## config.mk

```make
export PLATFORM = sky130hd
export DESIGN_NAME = mio_bus_bridge_flat
export DESIGN_NICKNAME = d
export VERILOG_FILES = /design/src/rtl/mio_pkg.sv /design/src/rtl/mio_bus_bridge_if.sv /design/src/rtl/mio_addr_decode.sv /design/src/rtl/mio_bus_bridge.sv /design/src/flat_wrapper.sv
export SDC_FILE = /design/constraint.sdc
export NUM_CORES = 1
export LEC_CHECK = 0
export CORE_AREA = 2 2 172 174
export CTS_CLUSTER_SIZE = 8
export DETAILED_ROUTE_END_ITERATION = 10
export DIE_AREA = 0 0 174 176
export GPL_ROUTABILITY_DRIVEN = 0
export PLACE_DENSITY_LB_ADDON = 0.1
export SYNTH_ARGS = -nofsm -noshare
export SYNTH_HDL_FRONTEND = slang
export SYNTH_SLANG_ARGS = --single-unit
```

## constraint.sdc

```tcl
create_clock -name clk -period 4.85 [get_ports clk]
set_input_delay 0.7275 -clock clk [delete_from_list [all_inputs] [get_ports clk]]
set_output_delay 0.7275 -clock clk [all_outputs]
set_load 0.005 [all_outputs]
```

## src/rtl/mio_pkg.sv

```systemverilog
// Shared types and constants for the memory-mapped I/O bridge and its address decoder.
package mio_pkg;

  typedef enum logic [1:0] {
    IDLE = 2'd0,
    REQ  = 2'd1,
    RESP = 2'd2
  } state_e;

  // Default placement of the peripherals in the region-select space.
  localparam int REGION_RAM    = 0;
  localparam int REGION_VRAM   = 1;
  localparam int REGION_PS2    = 2;
  localparam int REGION_SOURCE = 3;
  localparam int REGION_MAP    = 4;
  localparam int REGION_WIN    = 5;
  localparam int REGION_LOSE   = 6;
  localparam int REGION_GPIO   = 7;

  localparam int ERR_CNT_W = 8;

  function automatic logic [ERR_CNT_W-1:0] sat_inc(input logic [ERR_CNT_W-1:0] v);
    return (&v) ? v : v + 1'b1;
  endfunction

endpackage

```

## src/rtl/mio_bus_bridge_if.sv

```systemverilog
// CPU-side and slave-side bus of the I/O bridge. 'slave' is the bridge's own view,
// 'master' is the view of whatever drives the CPU port and models the peripherals.
interface mio_bus_bridge_if #(
  parameter int NSLAVE = 8,
  parameter int DW     = 32,
  parameter int AW     = 32
) ();

  logic                 cpu_req;
  logic                 cpu_we;
  logic [AW-1:0]        cpu_addr;
  logic [DW-1:0]        cpu_wdata;
  logic                 cpu_busy;
  logic                 cpu_ready;
  logic [DW-1:0]        cpu_rdata;
  logic                 cpu_err;

  logic [NSLAVE-1:0]    slv_req;
  logic                 slv_we;
  logic [AW-1:0]        slv_addr;
  logic [DW-1:0]        slv_wdata;
  logic [NSLAVE-1:0]    slv_ack;
  logic [NSLAVE*DW-1:0] slv_rdata;

  modport master (
    output cpu_req, cpu_we, cpu_addr, cpu_wdata, slv_ack, slv_rdata,
    input  cpu_busy, cpu_ready, cpu_rdata, cpu_err,
    input  slv_req, slv_we, slv_addr, slv_wdata
  );

  modport slave (
    input  cpu_req, cpu_we, cpu_addr, cpu_wdata, slv_ack, slv_rdata,
    output cpu_busy, cpu_ready, cpu_rdata, cpu_err,
    output slv_req, slv_we, slv_addr, slv_wdata
  );

endinterface

```

## src/rtl/mio_addr_decode.sv

```systemverilog
// Region decoder: top SEL_BITS of the address pick a slave; out-of-range selects
// yield an all-zero one-hot vector. Shared with the VRAM arbiter.
module mio_addr_decode
  import mio_pkg::*;
#(
  parameter int NSLAVE   = 8,
  parameter int AW       = 32,
  parameter int SEL_BITS = 4
) (
  input  logic [AW-1:0]       i_addr,
  output logic [SEL_BITS-1:0] o_sel,
  output logic                o_in_range,
  output logic [NSLAVE-1:0]   o_onehot
);

  always_comb begin
    // NOTE: every output of a combinational block gets a default before any branch,
    // otherwise an unassigned path infers a latch.
    o_sel      = i_addr[AW-1 -: SEL_BITS];
    o_in_range = (32'(o_sel) < NSLAVE);
    o_onehot   = '0;
    for (int i = 0; i < NSLAVE; i++) begin
      if (32'(o_sel) == 32'(i)) o_onehot[i] = 1'b1;
    end
  end

endmodule

```

## src/rtl/mio_bus_bridge.sv

```systemverilog
// Registered request/acknowledge bridge from the CPU data port to NSLAVE peripherals,
// one access in flight, per-access timeout and a saturating error counter.
module mio_bus_bridge
  import mio_pkg::*;
#(
  parameter int NSLAVE   = 8,
  parameter int DW       = 32,
  parameter int AW       = 32,
  parameter int SEL_BITS = 4,
  parameter int TIMEOUT  = 16
) (
  input  logic                 clk,
  input  logic                 rst,
  mio_bus_bridge_if.slave      bus,
  output logic [ERR_CNT_W-1:0] err_cnt
);

  localparam int                TCNT_W    = $clog2(TIMEOUT);
  localparam logic [TCNT_W-1:0] TCNT_LAST = TCNT_W'(TIMEOUT - 1);

  state_e                r_state;
  state_e                w_state_nxt;
  logic [TCNT_W-1:0]     r_tcnt,    w_tcnt_nxt;
  logic [SEL_BITS-1:0]   r_sel,     w_sel_nxt;
  logic                  r_we,      w_we_nxt;
  logic [AW-1:0]         r_addr,    w_addr_nxt;
  logic [DW-1:0]         r_wdata,   w_wdata_nxt;
  logic                  r_busy,    w_busy_nxt;
  logic                  r_ready,   w_ready_nxt;
  logic                  r_err,     w_err_nxt;
  logic [DW-1:0]         r_rdata,   w_rdata_nxt;
  logic [NSLAVE-1:0]     r_slv_req, w_slv_req_nxt;
  logic [ERR_CNT_W-1:0]  r_err_cnt, w_err_cnt_nxt;

  logic [SEL_BITS-1:0]   w_sel;
  logic                  w_in_range;
  logic [NSLAVE-1:0]     w_onehot;
  logic                  w_accept;
  logic                  w_ack;
  logic                  w_timeout;
  logic                  w_resp_err;
  logic [DW-1:0]         w_sel_rdata;

  mio_addr_decode #(
    .NSLAVE   (NSLAVE),
    .AW       (AW),
    .SEL_BITS (SEL_BITS)
  ) u_decode (
    .i_addr     (bus.cpu_addr),
    .o_sel      (w_sel),
    .o_in_range (w_in_range),
    .o_onehot   (w_onehot)
  );

  // Only the ack of the slave currently being requested counts; r_slv_req is one-hot in REQ.
  assign w_ack     = |(bus.slv_ack & r_slv_req);
  assign w_timeout = (r_tcnt == TCNT_LAST);
  assign w_accept  = (r_state == IDLE) && bus.cpu_req;

  always_comb begin
    w_sel_rdata = '0;
    for (int i = 0; i < NSLAVE; i++) begin
      if (32'(r_sel) == 32'(i)) w_sel_rdata = bus.slv_rdata[i*DW +: DW];
    end
  end

  // Next-state logic.
  always_comb begin
    w_state_nxt = r_state;
    w_resp_err  = 1'b0;
    unique case (r_state)
      IDLE: begin
        if (bus.cpu_req) begin
          if (w_in_range) begin
            w_state_nxt = REQ;
          end else begin
            w_state_nxt = RESP;
            w_resp_err  = 1'b1;
          end
        end
      end
      REQ: begin
        if (w_ack) begin
          w_state_nxt = RESP;
        end else if (w_timeout) begin
          w_state_nxt = RESP;
          w_resp_err  = 1'b1;
        end
      end
      RESP:    w_state_nxt = IDLE;
      default: w_state_nxt = IDLE;
    endcase
  end

  // Next values of every registered output, derived from the transition being taken.
  always_comb begin
    w_busy_nxt    = (w_state_nxt != IDLE);
    w_ready_nxt   = (w_state_nxt == RESP);
    w_err_nxt     = w_resp_err;
    w_rdata_nxt   = '0;
    w_slv_req_nxt = '0;
    w_tcnt_nxt    = '0;
    w_sel_nxt     = r_sel;
    w_we_nxt      = r_we;
    w_addr_nxt    = r_addr;
    w_wdata_nxt   = r_wdata;
    w_err_cnt_nxt = r_err_cnt;

    if (w_accept) begin
      w_sel_nxt   = w_sel;
      w_we_nxt    = bus.cpu_we;
      w_addr_nxt  = bus.cpu_addr;
      w_wdata_nxt = bus.cpu_wdata;
      if (w_in_range) w_slv_req_nxt = w_onehot;
    end else if (r_state == REQ && w_state_nxt == REQ) begin
      w_slv_req_nxt = r_slv_req;
      w_tcnt_nxt    = r_tcnt + 1'b1;
    end

    if (r_state == REQ && w_ack && !r_we) w_rdata_nxt = w_sel_rdata;
    if (w_ready_nxt && w_resp_err)        w_err_cnt_nxt = sat_inc(r_err_cnt);
  end

  // State and output registers.
  always_ff @(posedge clk) begin
    // NOTE: reset is synchronous here, so it is tested inside the clocked block and
    // not listed in the sensitivity list.
    if (rst) begin
      // NOTE: state is updated with non-blocking assignments so every register
      // samples the pre-edge values, independent of statement order.
      r_state   <= IDLE;
      r_tcnt    <= '0;
      r_sel     <= '0;
      r_we      <= 1'b0;
      r_addr    <= '0;
      r_wdata   <= '0;
      r_busy    <= 1'b0;
      r_ready   <= 1'b0;
      r_err     <= 1'b0;
      r_rdata   <= '0;
      r_slv_req <= '0;
      r_err_cnt <= '0;
    end else begin
      r_state   <= w_state_nxt;
      r_tcnt    <= w_tcnt_nxt;
      r_sel     <= w_sel_nxt;
      r_we      <= w_we_nxt;
      r_addr    <= w_addr_nxt;
      r_wdata   <= w_wdata_nxt;
      r_busy    <= w_busy_nxt;
      r_ready   <= w_ready_nxt;
      r_err     <= w_err_nxt;
      r_rdata   <= w_rdata_nxt;
      r_slv_req <= w_slv_req_nxt;
      r_err_cnt <= w_err_cnt_nxt;
    end
  end

  assign bus.cpu_busy  = r_busy;
  assign bus.cpu_ready = r_ready;
  assign bus.cpu_err   = r_err;
  assign bus.cpu_rdata = r_rdata;
  assign bus.slv_req   = r_slv_req;
  assign bus.slv_we    = r_we;
  assign bus.slv_addr  = r_addr;
  assign bus.slv_wdata = r_wdata;
  assign err_cnt       = r_err_cnt;

endmodule

```

## src/flat_wrapper.sv

```systemverilog
// flat-port wrapper written by rule: the top's interface ports become plain ports
module mio_bus_bridge_flat import mio_pkg::*;
#(
  parameter int NSLAVE   = 8,
  parameter int DW       = 32,
  parameter int AW       = 32,
  parameter int SEL_BITS = 4,
  parameter int TIMEOUT  = 16
)
  (clk, rst, err_cnt, bus_cpu_req, bus_cpu_we, bus_cpu_addr, bus_cpu_wdata, bus_slv_ack, bus_slv_rdata, bus_cpu_busy, bus_cpu_ready, bus_cpu_rdata, bus_cpu_err, bus_slv_req, bus_slv_we, bus_slv_addr, bus_slv_wdata);
  mio_bus_bridge_if #(.NSLAVE(NSLAVE), .DW(DW), .AW(AW)) bus_i ();
  input  logic clk;
  input  logic rst;
  output logic [ERR_CNT_W-1:0] err_cnt;
  input wire logic [$bits(bus_i.cpu_req)-1:0] bus_cpu_req;
  input wire logic [$bits(bus_i.cpu_we)-1:0] bus_cpu_we;
  input wire logic [$bits(bus_i.cpu_addr)-1:0] bus_cpu_addr;
  input wire logic [$bits(bus_i.cpu_wdata)-1:0] bus_cpu_wdata;
  input wire logic [$bits(bus_i.slv_ack)-1:0] bus_slv_ack;
  input wire logic [$bits(bus_i.slv_rdata)-1:0] bus_slv_rdata;
  output wire logic [$bits(bus_i.cpu_busy)-1:0] bus_cpu_busy;
  output wire logic [$bits(bus_i.cpu_ready)-1:0] bus_cpu_ready;
  output wire logic [$bits(bus_i.cpu_rdata)-1:0] bus_cpu_rdata;
  output wire logic [$bits(bus_i.cpu_err)-1:0] bus_cpu_err;
  output wire logic [$bits(bus_i.slv_req)-1:0] bus_slv_req;
  output wire logic [$bits(bus_i.slv_we)-1:0] bus_slv_we;
  output wire logic [$bits(bus_i.slv_addr)-1:0] bus_slv_addr;
  output wire logic [$bits(bus_i.slv_wdata)-1:0] bus_slv_wdata;
  assign bus_i.cpu_req = bus_cpu_req;
  assign bus_i.cpu_we = bus_cpu_we;
  assign bus_i.cpu_addr = bus_cpu_addr;
  assign bus_i.cpu_wdata = bus_cpu_wdata;
  assign bus_i.slv_ack = bus_slv_ack;
  assign bus_i.slv_rdata = bus_slv_rdata;
  assign bus_cpu_busy = bus_i.cpu_busy;
  assign bus_cpu_ready = bus_i.cpu_ready;
  assign bus_cpu_rdata = bus_i.cpu_rdata;
  assign bus_cpu_err = bus_i.cpu_err;
  assign bus_slv_req = bus_i.slv_req;
  assign bus_slv_we = bus_i.slv_we;
  assign bus_slv_addr = bus_i.slv_addr;
  assign bus_slv_wdata = bus_i.slv_wdata;
  mio_bus_bridge #(.NSLAVE(NSLAVE), .DW(DW), .AW(AW), .SEL_BITS(SEL_BITS), .TIMEOUT(TIMEOUT)) u_core (.clk(clk), .rst(rst), .bus(bus_i), .err_cnt(err_cnt));
endmodule
```

==> results.sh <==
export IMPL_slowest_stage="dfxtp_4"
export IMPL_synthesis_nets=1129
export IMPL_clk_pin_slew_ps=60
export IMPL_clock_sinks=122
export IMPL_critPathCaptureType="output pin"
export IMPL_p_switching_w=0.0008669
export IMPL_track_usage_pct=20.43
export IMPL_synth_edf_count=0
export IMPL_grt_pass1_vias=7613
export IMPL_core_area_um2=28550
export IMPL_ctsResizeCount=0
export IMPL_slew_headroom_pct=16.99
export IMPL_vias_per_cell=4.665
export IMPL_post_route_util_pct=41.30
export IMPL_io_buffers=447
export IMPL_io_pins=448
export IMPL_hp_start="u_core.bus.slv_addr[3]"
export IMPL_syn_area_um2=6484
export IMPL_syn_avg_cell_area_um2=8.156
export IMPL_yosysWarnings=0
export IMPL_cts_tree="done"
export IMPL_syn2layout_area_growth_pct=81.82
export IMPL_holdBufCountCts=0
export IMPL_synth_area_leader_cell="dfxtp_1"
export IMPL_min_period_ps=3124
export IMPL_cts_root_buf="clkbuf_16"
export IMPL_synth_area_leaders="dfxtp_1 (38%), nand2_1 (9.5%), a21oi_1 (8.3%)"
export IMPL_async_reset_ff_share_pct=0
export IMPL_pwr_share_seq_pct=35.4
export IMPL_final_max_slew_violation_count=0
export IMPL_rrSetupSlack_ps=1920
export IMPL_cts_buffer_depth=2
export IMPL_rsz0062_at_grt="false"
export IMPL_cts_buffers_inserted=17
export IMPL_drive_gt1_share_pct=10.04
export IMPL_internal_power_w=0.002174
export IMPL_status="finished, final reports clean"
export IMPL_critPathLaunchType="flip-flop"
export IMPL_min_path_cells=2
export IMPL_yosysTopAreaCellShare_pct=37.67
export IMPL_crit_buf_inv=2
export IMPL_ys_flop_type="dfxtp_1"
export IMPL_drc=0
export IMPL_finalCritPeriodShare_pct=64.40
export IMPL_start_util_pct=22.71
export IMPL_slowest_delay_ps=750
export IMPL_rr_endpoint="u_core.bus.cpu_rdata[10]"
export IMPL_ys_seq_area_share_pct=37.67
export IMPL_syn_instance_count=795
export IMPL_die_w_um=174
export IMPL_r2r_start="u_core.bus.slv_addr[29]"
export IMPL_wirelength_um=32450
export IMPL_required_ps=4120
export IMPL_die_y_um=176
export IMPL_post_cts_setup_buffer_count=0
export IMPL_tns_ps=0
export IMPL_overflow=0
export IMPL_worst_pin_slew_ps=1245
export IMPL_vias=7496
export IMPL_pwr_share_clk_pct=40.4
export IMPL_hold_viol=0
export IMPL_drt_first_pass_iters=4
export IMPL_cap_violations=0
export IMPL_holdPathEnd="u_core.bus.slv_addr[3]"
export IMPL_pwr_share_comb_pct=24.2
export IMPL_clk_latency_ps=420
export IMPL_r2r_cells=6
export IMPL_power_density_nw_per_um2=257.9
export IMPL_hold_class="flip-flop to flip-flop"
export IMPL_htree_levels=4
export IMPL_cp_max_fo=44
export IMPL_antenna_found_initial=10
export IMPL_critical_path_top_delay_family="buffers and inverters"
export IMPL_antenna_left=0
export IMPL_grt_max_degree=66
export IMPL_clock_skew_ps=11.80
export IMPL_dieArea_um2=30620
export IMPL_ys_ff_latch=122
export IMPL_drtIter0Drc=353
export IMPL_setup_violations=0
export IMPL_row_count=62
export IMPL_grt_first_pass_wirelength_um=47910
export IMPL_fmax_ghz=0.3201
export IMPL_path_class="flip-flop to output pin"
export IMPL_dp_hpwl_um=23840
export IMPL_crit_chain="buf_4 > clkdlybuf4s50_1"
export IMPL_vdd_drop_max_mv=0.1980
export IMPL_cp_arrival_ps=2400
export IMPL_synth_cell_types=61
export IMPL_p_leak_nw=4.091
export IMPL_layout_nets=1536
export IMPL_p_sw_share_pct=28.51
export IMPL_wl_per_cell_um=20.19
==> synthesized netlist by cell type (3+ instances only) <==
master and count:
buf_1 4, mux2i_1 31, a211oi_2 26, nand3_1 8
a31o_2 22, nor2_1 54, mux2_2 6, nand2b_1 3
buf_2 22, a22oi_1 12, a22o_1 4, buf_4 7
a21oi_1 107, o2bb2ai_1 26, a31o_1 4, and2_1 3
a221oi_1 26, inv_1 3, o21ai_0 35, buf_6 5
dfxtp_1 122, clkbuf_1 37, nor2b_1 9, nand2_1 164
nor3_1 7
==> worst max path at each step <==
stage,endpoint,start,cells after the start
6_report,bus_slv_addr[29],u_core.bus.slv_addr[29],2
5_1_grt,bus_slv_addr[29],u_core.bus.slv_addr[29],2
4_1_cts,bus_slv_addr[29],u_core.bus.slv_addr[29],2
3_5_place_dp,u_core.bus.cpu_rdata[30],bus_slv_ack[2],5
3_3_place_gp,u_core.bus.cpu_rdata[30],bus_slv_ack[2],5
2_1_floorplan,u_core.err_cnt[5],bus_slv_ack[2],6
==> logic make-up (layout without fill, tap and decap cells) <==
| family | count (synthesis) | in the layout | synth area share, % |
|---|---|---|---|
| muxes | 38 | 38 | 6.175 |
| xor gates and xnor gates | 3 | 3 | 0.4053 |
| adders and majority gates | 2 | 2 | 0.3859 |
| DFF | 122 | 122 | 37.67 |
| AOI/OAI and AO/OA | 279 | 279 | 30.86 |
| other | 0 | 8 | 0 |
| and+or+nand+nor | 273 | 273 | 18.58 |
| buffers and inverters | 78 | 498 | 5.924 |
==> worst reg2reg max path: stages (launching register included) <==
cell      delay (ps)
dfxtp_4          750
buf_4            610
and2b_1          290
and2_1           490
buf_4            350
a21oi_1          120
a211oi_2         230
==> power groups by stage <==
stage / sequential (W) / combinational, W / clock (W)
after global routing: 0.00108 / 0.000800 / 0.00132
after CTS: 0.00108 / 0.000746 / 0.00127
after global placement: 0.00110 / 0.000743 / 0
after floorplan: 0.00109 / 0.000306 / 0
after detailed placement: 0.00110 / 0.000742 / 0
final: 0.00108 / 0.000736 / 0.00123
==> layer usage <==
metal	vias up	GRT usage, %	part of all wire, %
met1	3484	23.19	40
met4	4	7.388	1.8
li1	3703	-	-
met5	-	0	0.083
met2	278	35.39	50
met3	27	7.300	7.8
==> stage by stage <==
step	instance area, um^2	power, W	worst slack [ps]	cells	hold WS (ps)
after floorplan	6484	0.001397	2831	795	433.2
after global placement	11200	0.001840	1757	1567	441.3
after detailed placement	11200	0.001841	1725	1567	447.4
after CTS	11770	0.003092	1678	1599	454.8
after global routing	11790	0.003200	1595	1607	469.3
final	11790	0.003041	1726	1607	453.3
==> final cells by class <==
cell class	instances	area (um^2)
Sequential cell	122	2447
Timing Repair Buffer	463	4589
Clock inverter	14	126.4
Tap cell	384	480.5
Antenna cell	8	20.02
Inverter	3	11.26
Multi-Input combinational cell	595	3675
Clock buffer	18	439.2
Fill cell	2970	16760
==> registers in the layout, indices dropped and copies added, names as in the netlist <==
name and flops:
u_core.bus.cpu_busy 1, u_core.bus.cpu_err 1, u_core.bus.cpu_rdata 32, u_core.bus.cpu_ready 1, u_core.bus.slv_addr 31, u_core.bus.slv_req 8
u_core.bus.slv_wdata 32, u_core.bus.slv_we 1, u_core.err_cnt 8, u_core.r_sel 1, u_core.r_state 2, u_core.r_tcnt 4
==> cells in the final DEF, fill, tap and decap left out, drive strengths merged, types with 2 or more instances in the layout <==
master / n
o221ai: 2
nor3: 8
o21ai: 36
a31oi: 2
mux2i: 31
a22o: 4
clkinv: 4
a21oi: 107
a221oi: 26
a32oi: 2
o2bb2ai: 26
nor2: 55
a31o: 26
nand2: 164
buf: 17
clkinvlp: 2
or3: 3
a211oi: 28
dfxtp: 122
nor4: 2
nor2b: 9
and2: 3
xor2: 2
and3: 3
or4: 2
clkdlybuf4s50: 446
inv: 11
nand2b: 3
nand3: 9
diode: 8
and4: 2
a22oi: 12
clkbuf: 18
ha: 2
nor3b: 5
mux2: 6
No activity file was read; power rests on OpenSTA's default activity.
